File: src/rtl/stream_check_sink.sv
// rtl/stream_check_sink.sv - valid/ready sink comparing accepted words against an expected-value table
module stream_check_sink #(
    parameter int    SIZE         = 10,
    parameter int    WIDTH        = 8,
    parameter int    LANES        = 1,
    // Expected words, word i at bits [i*LANES*WIDTH +: LANES*WIDTH]
    parameter logic [SIZE*LANES*WIDTH-1:0] EXPECT_INIT = '0,
    parameter string BURST        = "yes",
    parameter int    STALL_PERIOD = 3,
    parameter int    TOLERANCE    = 0,
    parameter int    TIMEOUT      = 1000,
    localparam int   CW           = $clog2(SIZE + 1)
) (
    input  logic                   iCLK,
    input  logic                   iRST,
    input  logic                   iValid_AM,
    output logic                   oReady_AM,
    input  logic [LANES*WIDTH-1:0] iData_AM,
    output logic                   oDone,
    output logic                   oPass,
    output logic                   oTimeout,
    output logic [CW-1:0]          oCount,
    output logic [CW-1:0]          oErrCount,
    output logic [CW-1:0]          oFirstErr
);

    localparam int DW       = LANES * WIDTH;
    localparam int SW       = (STALL_PERIOD > 1) ? $clog2(STALL_PERIOD) : 1;
    localparam int TW       = (TIMEOUT > 0) ? $clog2(TIMEOUT + 1) : 1;
    localparam bit THROTTLE = (BURST == "no");
    localparam logic [CW-1:0] NONE = '1;

    localparam logic [1:0] S_RUN  = 2'd0;
    localparam logic [1:0] S_DONE = 2'd1;
    localparam logic [1:0] S_TOUT = 2'd2;

    logic [1:0]    r_state;
    logic          r_ready;
    logic          r_done;
    logic          r_pass;
    logic          r_tout;
    logic [CW-1:0] r_count;
    logic [CW-1:0] r_err;
    logic [CW-1:0] r_first;
    logic [SW-1:0] r_stall;
    logic [TW-1:0] r_idle;

    logic [DW-1:0]    w_exp;
    logic [LANES-1:0] w_lane_bad;
    logic             w_word_bad;
    logic             w_xfer;
    logic             w_last;
    logic [SW-1:0]    w_stall_next;
    logic [TW-1:0]    w_idle_next;
    logic             w_hit_timeout;

    // Select the expected word for the index about to be accepted
    always_comb begin
        w_exp = EXPECT_INIT[DW-1:0];
        for (int i = 0; i < SIZE; i++) begin
            if (r_count == CW'(i)) begin
                w_exp = EXPECT_INIT[i*DW +: DW];
            end
        end
    end

    // Per-lane difference in WIDTH+1 bits so the extreme case (e.g. 127 - -128) cannot overflow
    for (genvar k = 0; k < LANES; k++) begin : g_lane
        logic signed [WIDTH:0] w_diff;
        logic        [WIDTH:0] w_mag;
        assign w_diff = {iData_AM[k*WIDTH+WIDTH-1], iData_AM[k*WIDTH +: WIDTH]}
                      - {w_exp[k*WIDTH+WIDTH-1], w_exp[k*WIDTH +: WIDTH]};
        assign w_mag  = w_diff[WIDTH] ? $unsigned(-w_diff) : $unsigned(w_diff);
        assign w_lane_bad[k] = (32'(w_mag) > 32'(TOLERANCE));
    end

    assign w_word_bad   = |w_lane_bad;
    assign w_xfer       = iValid_AM && r_ready;
    assign w_last       = (r_count == CW'(SIZE - 1));
    assign w_stall_next = (r_stall == SW'(STALL_PERIOD - 1)) ? '0 : r_stall + 1'b1;
    // A transfer clears idle, so the final transfer always wins over a coincident timeout
    assign w_idle_next  = w_xfer ? '0
                        : ((r_idle == TW'(TIMEOUT)) ? r_idle : r_idle + 1'b1);
    assign w_hit_timeout = (TIMEOUT != 0) && (w_idle_next == TW'(TIMEOUT));

    // Run/terminal state machine with registered ready, counters and verdict
    always_ff @(posedge iCLK) begin
        if (iRST) begin
            r_state <= S_RUN;
            r_ready <= 1'b0;
            r_done  <= 1'b0;
            r_pass  <= 1'b0;
            r_tout  <= 1'b0;
            r_count <= '0;
            r_err   <= '0;
            r_first <= NONE;
            r_stall <= '0;
            r_idle  <= '0;
        end else if (r_state == S_RUN) begin
            r_stall <= w_stall_next;
            r_idle  <= w_idle_next;
            r_ready <= THROTTLE ? (w_stall_next == SW'(STALL_PERIOD - 1)) : 1'b1;
            if (w_xfer) begin
                r_count <= r_count + 1'b1;
                if (w_word_bad) begin
                    r_err <= r_err + 1'b1;
                    if (r_first == NONE) begin
                        r_first <= r_count;
                    end
                end
                if (w_last) begin
                    r_state <= S_DONE;
                    r_ready <= 1'b0;
                    r_done  <= 1'b1;
                    r_pass  <= (r_err == '0) && !w_word_bad;
                end
            end else if (w_hit_timeout) begin
                r_state <= S_TOUT;
                r_ready <= 1'b0;
                r_done  <= 1'b1;
                r_tout  <= 1'b1;
            end
        end
    end

    assign oReady_AM = r_ready;
    assign oDone     = r_done;
    assign oPass     = r_pass;
    assign oTimeout  = r_tout;
    assign oCount    = r_count;
    assign oErrCount = r_err;
    assign oFirstErr = r_first;

endmodule
File: config.mk
export PLATFORM = sky130hd
export DESIGN_NAME = stream_check_sink
export DESIGN_NICKNAME = d
export VERILOG_FILES = /design/src/rtl/stream_check_sink.sv
export SDC_FILE = /design/constraint.sdc
export NUM_CORES = 1
export LEC_CHECK = 0
export ABC_AREA = 0
export CAP_MARGIN = 10
export CELL_PAD_IN_SITES_DETAIL_PLACEMENT = 1
export CELL_PAD_IN_SITES_GLOBAL_PLACEMENT = 2
export CORE_MARGIN = 2
export CORE_UTILIZATION = 32
export CTS_CLUSTER_SIZE = 40
export DETAILED_ROUTE_END_ITERATION = 8
export DONT_BUFFER_PORTS = 1
export PLACE_DENSITY_LB_ADDON = 0.15
export SYNTH_ARGS = -nofsm -noshare
export SYNTH_HDL_FRONTEND = slang
export SYNTH_SLANG_ARGS = --single-unit
File: constraint.sdc
create_clock -name iCLK -period 3.3 [get_ports iCLK]
set_input_delay 0.66 -clock iCLK [delete_from_list [all_inputs] [get_ports iCLK]]
set_output_delay 0.66 -clock iCLK [all_outputs]
set_load 0.02 [all_outputs]
==> impl_metrics.toml, run 1 <==
[sta]
setup_tns_ns = 0
setup_viol = 0
finalMaxSlewViolations = 0
fmax_mhz = 454
max-slew-margin-rel_pct = 60.4
finalCritPeriodShare_pct = 66.7
hold_viol_final = 0
period_needed_ns = 2.20
rsz0062_at_grt = "no"
tightest_slew_ns = 0.591
clock_skew_ns = 0.00806

[global_route]
use_met1_pct = 20.8
grt_pass1_vias = 1539
grt_pass1_wl_um = 7290
grt_max_degree = 33
grt_usage_pct = 16.9
grt_overflow = 0
met3_usage_pct = 3.98
antenna_found_initial = 0
busiest_layer = "met2"
met2_usage_pct = 29.2

[worst_setup_path]
cp.depth = 6
start_kind = "flip-flop"
worst_setup_path_end_kind = "flip-flop"
required_ns = 3.48
critPathTopFamily = "simple AND/OR/NAND/NOR gates"
critical_path.cell_chain = "inv_1 -> ha_1 -> or4_1 -> o221ai_1 -> o211ai_1 -> and2_1"
critPathBufInv = 1
r2r-start = "r_idle[0]"
crit_arrival_ns = 2.38
reg2regPathDepth = 6
crit_path_max_incr_delay_ns = 0.52
critical_path_class = "flip-flop to flip-flop"
r2r_setup_slack_ns = 1.10
slowest_stage = "dfxtp_1"
r2r_end = "oReady_AM"
crit_fanout = 9

[yosys]
ys_warn_count = 0
synth_area_um2 = 1560
syn-num-nets = 219
syn_inst = 201
synth_edf_count = 0
async_flop_share_pct = 0
syn_avg_cell_area_um2 = 7.78
ys.flop_type = "dfxtp_1"
ys_seq_elements = 28
yosysSeqAreaShare_pct = 35.8
ys_types = 37

[hold_path]
hold_path_end = "oErrCount[1]"
min_from = "iRST"
hold_depth = 1
hp-class = "input port to flip-flop"

[floorplan]
fp-row-count = 25
die_w_um = 73.9
start_util_pct = 33.1
core-area_um2 = 4720
io_pins = 27
dieArea_um2 = 5460
die_h_um = 73.9

[finish]
fin_area_um2 = 1670
drive_gt1_share_pct = 4.57
multi_input_comb_area_um2 = 923
diodes = 0
finish.net_count = 216
final_cells = 264
areaGrowthSynthToFinish_pct = 6.88
fillers = 563
regArea_um2 = 561

[clocking]
cts_tree = "built"
htreeDepth = 1
clock_sinks = 28
clkTransAtPathRegs_ns = 0.10
clockBufferDepth = 2
cts-root-buf = "clkbuf_8"
ctsHoldBuffers = 0
clock_latency_ns = 0.28
post-cts-setup-buffer-count = 0
numCtsBuffers = 3
cts_resized = 0

[route]
vias_per_cell = 5.53
drtIter0Drc = 83
routedWlPerCell_um = 16.0
wl_um = 4230
ant_nets = 0
post-route-drc-count = 0
drt_pass1_iterations = 4
via_count = 1460

[placed_design]
portBuffers = 0
gp_congestion = 0.836
dpl.hpwl_um = 3190
place_area_um2 = 1620
dp_cells = 260

[run]
cap_viol_max_count = 0

[power_and_ir_drop]
power_mw = 0.655
irDropWorstVdd_uv = 158
powerDensity_nw_per_um2 = 392
p_leak_nw = 0.581

[outcome]
status = "complete, no violations"
## where the power goes
group / switching, mW / internal (mW) / total, mW
clock network: 0.109 / 0.107 / 0.216
registers: 0.0309 / 0.349 / 0.380
logic: 0.0323 / 0.0258 / 0.0581
## sequential cells by signal, indices dropped and copies added, names as in the netlist
register / cells
oErrCount: 4
r_idle: 10
oReady_AM: 1
oDone: 1
oCount: 4
oTimeout: 1
oPass: 1
r_state: 2
oFirstErr: 4
## synthesized netlist by cell type (all sizes together), types with 2 or more instances
library cell	number	share of area, %
nand4	8	3.2
nand2	13	3.1
a211oi	3	1.4
nand3	4	1.3
xor2	3	1.7
o31ai	2	0.96
ha	7	5.6
dfxtp	28	36
nor4b	3	1.7
nand4b	5	2.8
clkbuf	6	1.5
nand2b	3	1.2
and3	3	1.2
a22oi	3	1.4
nor2	34	8.2
inv	11	2.6
buf	3	0.96
a21oi	21	6.7
nor3	8	2.9
or3	4	1.7
nor4	3	1.2
and2	3	1.2
o211ai	2	0.96
o21ai	11	3.5
## routing by layer
metal | wire [um] | share of wire [%]
met1 | 1860 | 44
met2 | 2170 | 51
met3 | 149 | 3.5
met4 | 53 | 1.3
met5 | 0 | 0
## cell type report
class	instances	area share, %
sequential	28	33.5
clock buffer	4	3.29
timing repair buffer	1	0.449
multi-input combinational	153	55.2
inverter	11	2.47
tap	67	5.01
## cells in the final DEF, fill, tap and decap left out, types with 4 or more instances in the layout
master / synthesis / layout
inv_1: 11 / 11
nand4b_1: 5 / 5
dfxtp_1: 28 / 28
a21oi_1: 21 / 21
nor2_1: 34 / 34
nor3_1: 7 / 7
clkbuf_8: 0 / 4
ha_1: 7 / 7
o21ai_0: 11 / 11
nand2_1: 13 / 13
nand4_1: 8 / 8
nand3_1: 4 / 4
## logic make-up (layout without fill, tap and decap cells)
group           Yosys count  in the layout  share of synthesized area [%]
buf+inv                  20             16                           5.12
compound gates           47             47                           19.2
fa+ha+maj                 7              7                           5.60
simple gates             95             95                           32.0
flops                    28             28                           35.8
xor+xnor                  4              4                           2.24
## per-stage QoR
stage / hold slack (ns) / util, % / worst slack, ns
final: 0.444 / 35.4 / 1.10
after global routing: 0.424 / 35.4 / 0.957
after CTS: 0.435 / 35.4 / 1.07
after detailed placement: 0.499 / 34.2 / 0.900
after global placement: 0.473 / 34.2 / 1.00
after floorplan: 0.462 / - / 1.07
## worst reg2reg max path: stages, from the launching register on
cell	delay, ns
dfxtp_1	0.52
inv_1	0.12
ha_1	0.36
or4_1	0.47
o221ai_1	0.20
o211ai_1	0.23
and2_1	0.22
## worst max path at each step
| stage | slack, ns | from | to |
|---|---|---|---|
| 2_1_floorplan | 1.07 | iData_AM[0] | oErrCount[3] |
| 3_3_place_gp | 1.0 | iData_AM[0] | oErrCount[3] |
| 3_5_place_dp | 0.90 | iData_AM[0] | oFirstErr[2] |
| 4_1_cts | 1.07 | r_idle[0] | oReady_AM |
| 5_1_grt | 0.96 | r_idle[0] | oReady_AM |
| 6_report | 1.10 | r_idle[0] | oReady_AM |
No activity file was read; power rests on OpenSTA's default activity.
==> inputs of run 2 (changes only) <==
- clock period: 3.3 -> 2.29 ns (I/O delays scaled with it)
==> impl_metrics.toml, run 2 (same netlist as run 1, synthesis figures left out) <==
[worst_setup_path]
start_kind = "flip-flop"
critical_path_class = "flip-flop to flip-flop"
worstSetupStartpoint = "r_idle[1]"
r2r_setup_slack_ns = 0.24
worst_setup_path_end_kind = "flip-flop"
reg2regPathDepth = 6
r2r_end = "oReady_AM"
crit_fanout = 7
crit_arrival_ns = 2.21
required_ns = 2.46
r2r-start = "r_idle[1]"

[clocking]
htreeDepth = 1
clock_sinks = 28
post-cts-setup-buffer-count = 0
clkTransAtPathRegs_ns = 0.10
clockBufferDepth = 2
numCtsBuffers = 3
cts_tree = "built"
ctsHoldBuffers = 0
clock_latency_ns = 0.27
cts_resized = 0
cts-root-buf = "clkbuf_8"

[global_route]
grt_max_degree = 33
grt_pass1_wl_um = 7180
grt_overflow = 0
grt_usage_pct = 16.8
grt_pass1_vias = 1552
antenna_found_initial = 0

[floorplan]
start_util_pct = 33.1
die_w_um = 73.9
die_h_um = 73.9
dieArea_um2 = 5460
fp-row-count = 25
io_pins = 27
core-area_um2 = 4720

[sta]
clock_skew_ns = 0.00801
rsz0062_at_grt = "no"
tightest_slew_ns = 0.510
max-slew-margin-rel_pct = 65.7
setup_tns_ns = 0
hold_viol_final = 0
finalMaxSlewViolations = 0
layout_setup_ws_ns = 0.242
period_needed_ns = 2.05
finalCritPeriodShare_pct = 89.4
setup_viol = 0
fmax_mhz = 488

[outcome]
status = "complete, no violations"

[route]
via_count = 1455
post-route-drc-count = 0
vias_per_cell = 5.41
drtIter0Drc = 77
ant_nets = 0
wl_um = 4200
routedWlPerCell_um = 15.6
drt_pass1_iterations = 4

[power_and_ir_drop]
irDropWorstVdd_uv = 227
p_leak_nw = 0.603
clock_power_share_pct = 29.5
seq_power_share_pct = 60.6
p_switching_mw = 0.236
swShare_pct = 26.3
combPwrFrac_pct = 9.9
powerDensity_nw_per_um2 = 527
intPower_mw = 0.661

[placed_design]
dp_cells = 266
place_area_um2 = 1660
gp_congestion = 0.756
dpl.hpwl_um = 3230
post-place-ws_ns = 0.101
portBuffers = 0

[finish]
areaGrowthSynthToFinish_pct = 8.88
finish.net_count = 222
diodes = 0
drive_gt1_share_pct = 6.93
final_cells = 269
fillers = 585
fin_area_um2 = 1700
mostFrequentLayoutCells = "nor2_1, dfxtp_1, a21oi_1"
regMostFlops = "r_idle"
largest_reg_flops = 10
final_common_cell = "nor2_1"

[hold_path]
min_from = "iRST"
hold_path_end = "r_idle[7]"
hp-class = "input port to flip-flop"
hold_depth = 1

[run]
cap_viol_max_count = 0
## run 2: stage by stage
stage / hold WS, ns / total power, mW / util (%)
2_1_floorplan: 0.462 / 0.624 / -
4_1_cts: 0.237 / 0.918 / 36.1
6_report: 0.248 / 0.898 / 36.1
5_1_grt: 0.220 / 0.955 / 36.1
3_3_place_gp: 0.473 / 0.641 / 35.2
3_5_place_dp: 0.484 / 0.647 / 35.2
## run 2: cell type report
class | count | area, um2 | share of cell area [%]
Timing Repair Buffer | 7 | 52.6 | 3.09
Inverter | 11 | 41.3 | 2.42
Multi-Input combinational cell | 153 | 923 | 54.2
Clock buffer | 3 | 41.3 | 2.42
Tap cell | 67 | 83.8 | 4.92
Sequential cell | 28 | 561 | 32.9
## run 2: power groups by stage
stage,Clock (mW),Sequential (mW),Combinational [mW]
after CTS,0.281,0.545,0.0919
after detailed placement,0,0.556,0.0912
after global routing,0.303,0.548,0.104
after global placement,0,0.555,0.0861
after floorplan,0,0.548,0.0765
final,0.265,0.544,0.0890
## run 2: how the worst max path moves through the flow
stage	slack (ns)	cells past startpoint	to
6_report	0.24	6	oReady_AM
5_1_grt	0.04	6	oReady_AM
4_1_cts	0.21	6	oReady_AM
3_5_place_dp	0.10	6	oFirstErr[2]
3_3_place_gp	0.20	6	oErrCount[3]
2_1_floorplan	0.26	6	oErrCount[3]
## run 2: worst max-delay path, stage by stage (launching register included)
cell and delay [ns]:
dfxtp_1 0.48, inv_1 0.10, ha_1 0.31, or4_1 0.47, o221ai_1 0.19, o211ai_1 0.21
and2_1 0.20
## run 2: metal layers
layer | share of wire, % | track usage [%] | vias up
li1 | - | - | 725
met1 | 44 | 19.6 | 702
met2 | 51 | 30.4 | 22
met3 | 3.3 | 3.84 | 6
met4 | 1.7 | 5.25 | 0
met5 | 0 | 0 | -
==> inputs of run 3 (changes only) <==
- CORE_UTILIZATION: 32 -> 31
==> impl_metrics.toml, run 3 (same netlist as run 1, synthesis figures left out) <==
[global_route]
grt_max_degree = 33
grt_pass1_vias = 1525
grt_usage_pct = 16.4
antenna_found_initial = 0
grt_overflow = 0
grt_pass1_wl_um = 7160

[sta]
rsz0062_at_grt = "no"
holdWs_ns = 0.238
setup_tns_ns = 0
max-slew-margin-rel_pct = 69.5
finalCritPeriodShare_pct = 91.2
setup_viol = 0
period_needed_ns = 2.09
fmax_mhz = 479
hold_viol_final = 0
finalMaxSlewViolations = 0
clock_skew_ns = 0.00367
tightest_slew_ns = 0.456

[worst_setup_path]
required_ns = 2.47
crit_arrival_ns = 2.26
r2r_setup_slack_ns = 0.20
critical_path.cell_chain = "inv_1 -> ha_1 -> or4_1 -> o221ai_1 -> o211ai_1 -> and2_1"
crit_fanout = 7
critPathTopFamily = "simple AND/OR/NAND/NOR gates"
crit_path_max_incr_delay_ns = 0.47
start_kind = "flip-flop"
slowest_stage = "dfxtp_1"
critPathBufInv = 1
worst_setup_path_end_kind = "flip-flop"
critical_path_class = "flip-flop to flip-flop"

[placed_design]
portBuffers = 0
dpl.hpwl_um = 3230
gp_congestion = 0.787

[clocking]
ctsHoldBuffers = 0
clock_latency_ns = 0.27
cts_resized = 0
post-cts-setup-buffer-count = 0
cts_tree = "built"
htreeDepth = 1
clkTransAtPathRegs_ns = 0.10
clock_sinks = 28
clockBufferDepth = 2
cts-root-buf = "clkbuf_8"
numCtsBuffers = 3

[finish]
drive_gt1_share_pct = 7.84
largest_reg_flops = 10
areaGrowthSynthToFinish_pct = 10.2
regMostFlops = "r_idle"
finish.net_count = 223
final_common_cell = "nor2_1"
diodes = 0
mostFrequentLayoutCells = "nor2_1, dfxtp_1, a21oi_1"

[floorplan]
dieArea_um2 = 5630
start_util_pct = 32.7
fp-row-count = 25
die_h_um = 75.0
core-area_um2 = 4790
die_w_um = 75.0
io_pins = 27

[route]
vias_per_cell = 5.49
post-route-drc-count = 0
drt_pass1_iterations = 6
ant_nets = 0
routedWlPerCell_um = 15.9
via_count = 1489
drtIter0Drc = 47
wl_um = 4300

[power_and_ir_drop]
p_leak_nw = 0.616
powerDensity_nw_per_um2 = 550
irDropWorstVdd_uv = 355

[outcome]
status = "complete, no violations"

[run]
cap_viol_max_count = 0

[hold_path]
hp-class = "input port to flip-flop"
run 3: changes by cell type in the layout (fill, tap and decap cells not counted), sizes merged:
cell	delta
buf	+1
clkbuf	+1
run 3: final timing paths:
path / start / end / cells after the start
max: r_idle[1] / oReady_AM / 6
max reg2reg: r_idle[1] / oReady_AM / 6
min: iRST / oErrCount[2] / 1
min reg2reg: r_state[1] / r_state[1] / 2
run 3: through the flow:
stage | power, mW | setup slack (ns) | util, % | cells | instance area, um2
floorplan | 0.624 | 0.258 | - | 201 | 1560
global placement | 0.643 | 0.194 | 34.9 | 267 | 1670
detailed placement | 0.649 | 0.121 | 34.9 | 267 | 1670
CTS | 0.959 | 0.164 | 36.0 | 271 | 1720
global route | 1.00 | 0.0839 | 36.0 | 271 | 1720
finish | 0.949 | 0.202 | 36.0 | 271 | 1720
run 3: power breakdown:
part           internal (mW)  leakage (nW)  switching, mW
registers              0.503         0.228         0.0412
clock network          0.154        0.0288          0.159
logic                 0.0409         0.359         0.0509
total                  0.698         0.616          0.251
run 3: cell type report:
cell class                      count  area, um2
Timing Repair Buffer                8       60.1
Multi-Input combinational cell    153        923
Inverter                           11       41.3
Clock buffer                        4       55.1
Sequential cell                    28        561
Tap cell                           67       83.8
Fill cell                         585       3060
run 3: per-layer routing:
| layer | track usage, % | part of all wire [%] | vias up |
|---|---|---|---|
| met2 | 28.2 | 52 | 21 |
| met5 | 0 | 0 | - |
| met1 | 20.4 | 43 | 742 |
| li1 | - | - | 722 |
| met3 | 3.61 | 3.2 | 4 |
| met4 | 5.36 | 1.1 | 0 |
run 3: worst reg2reg max path: cells and delay by family, from the launching register on:
kind                     cells  cell delay [ns]
AND/OR/NAND/NOR              2             0.69
flip-flops                   1             0.47
AO/OA/AOI/OAI                2             0.41
adder cells (fa/ha/maj)      1             0.32
buffers and inverters        1             0.10
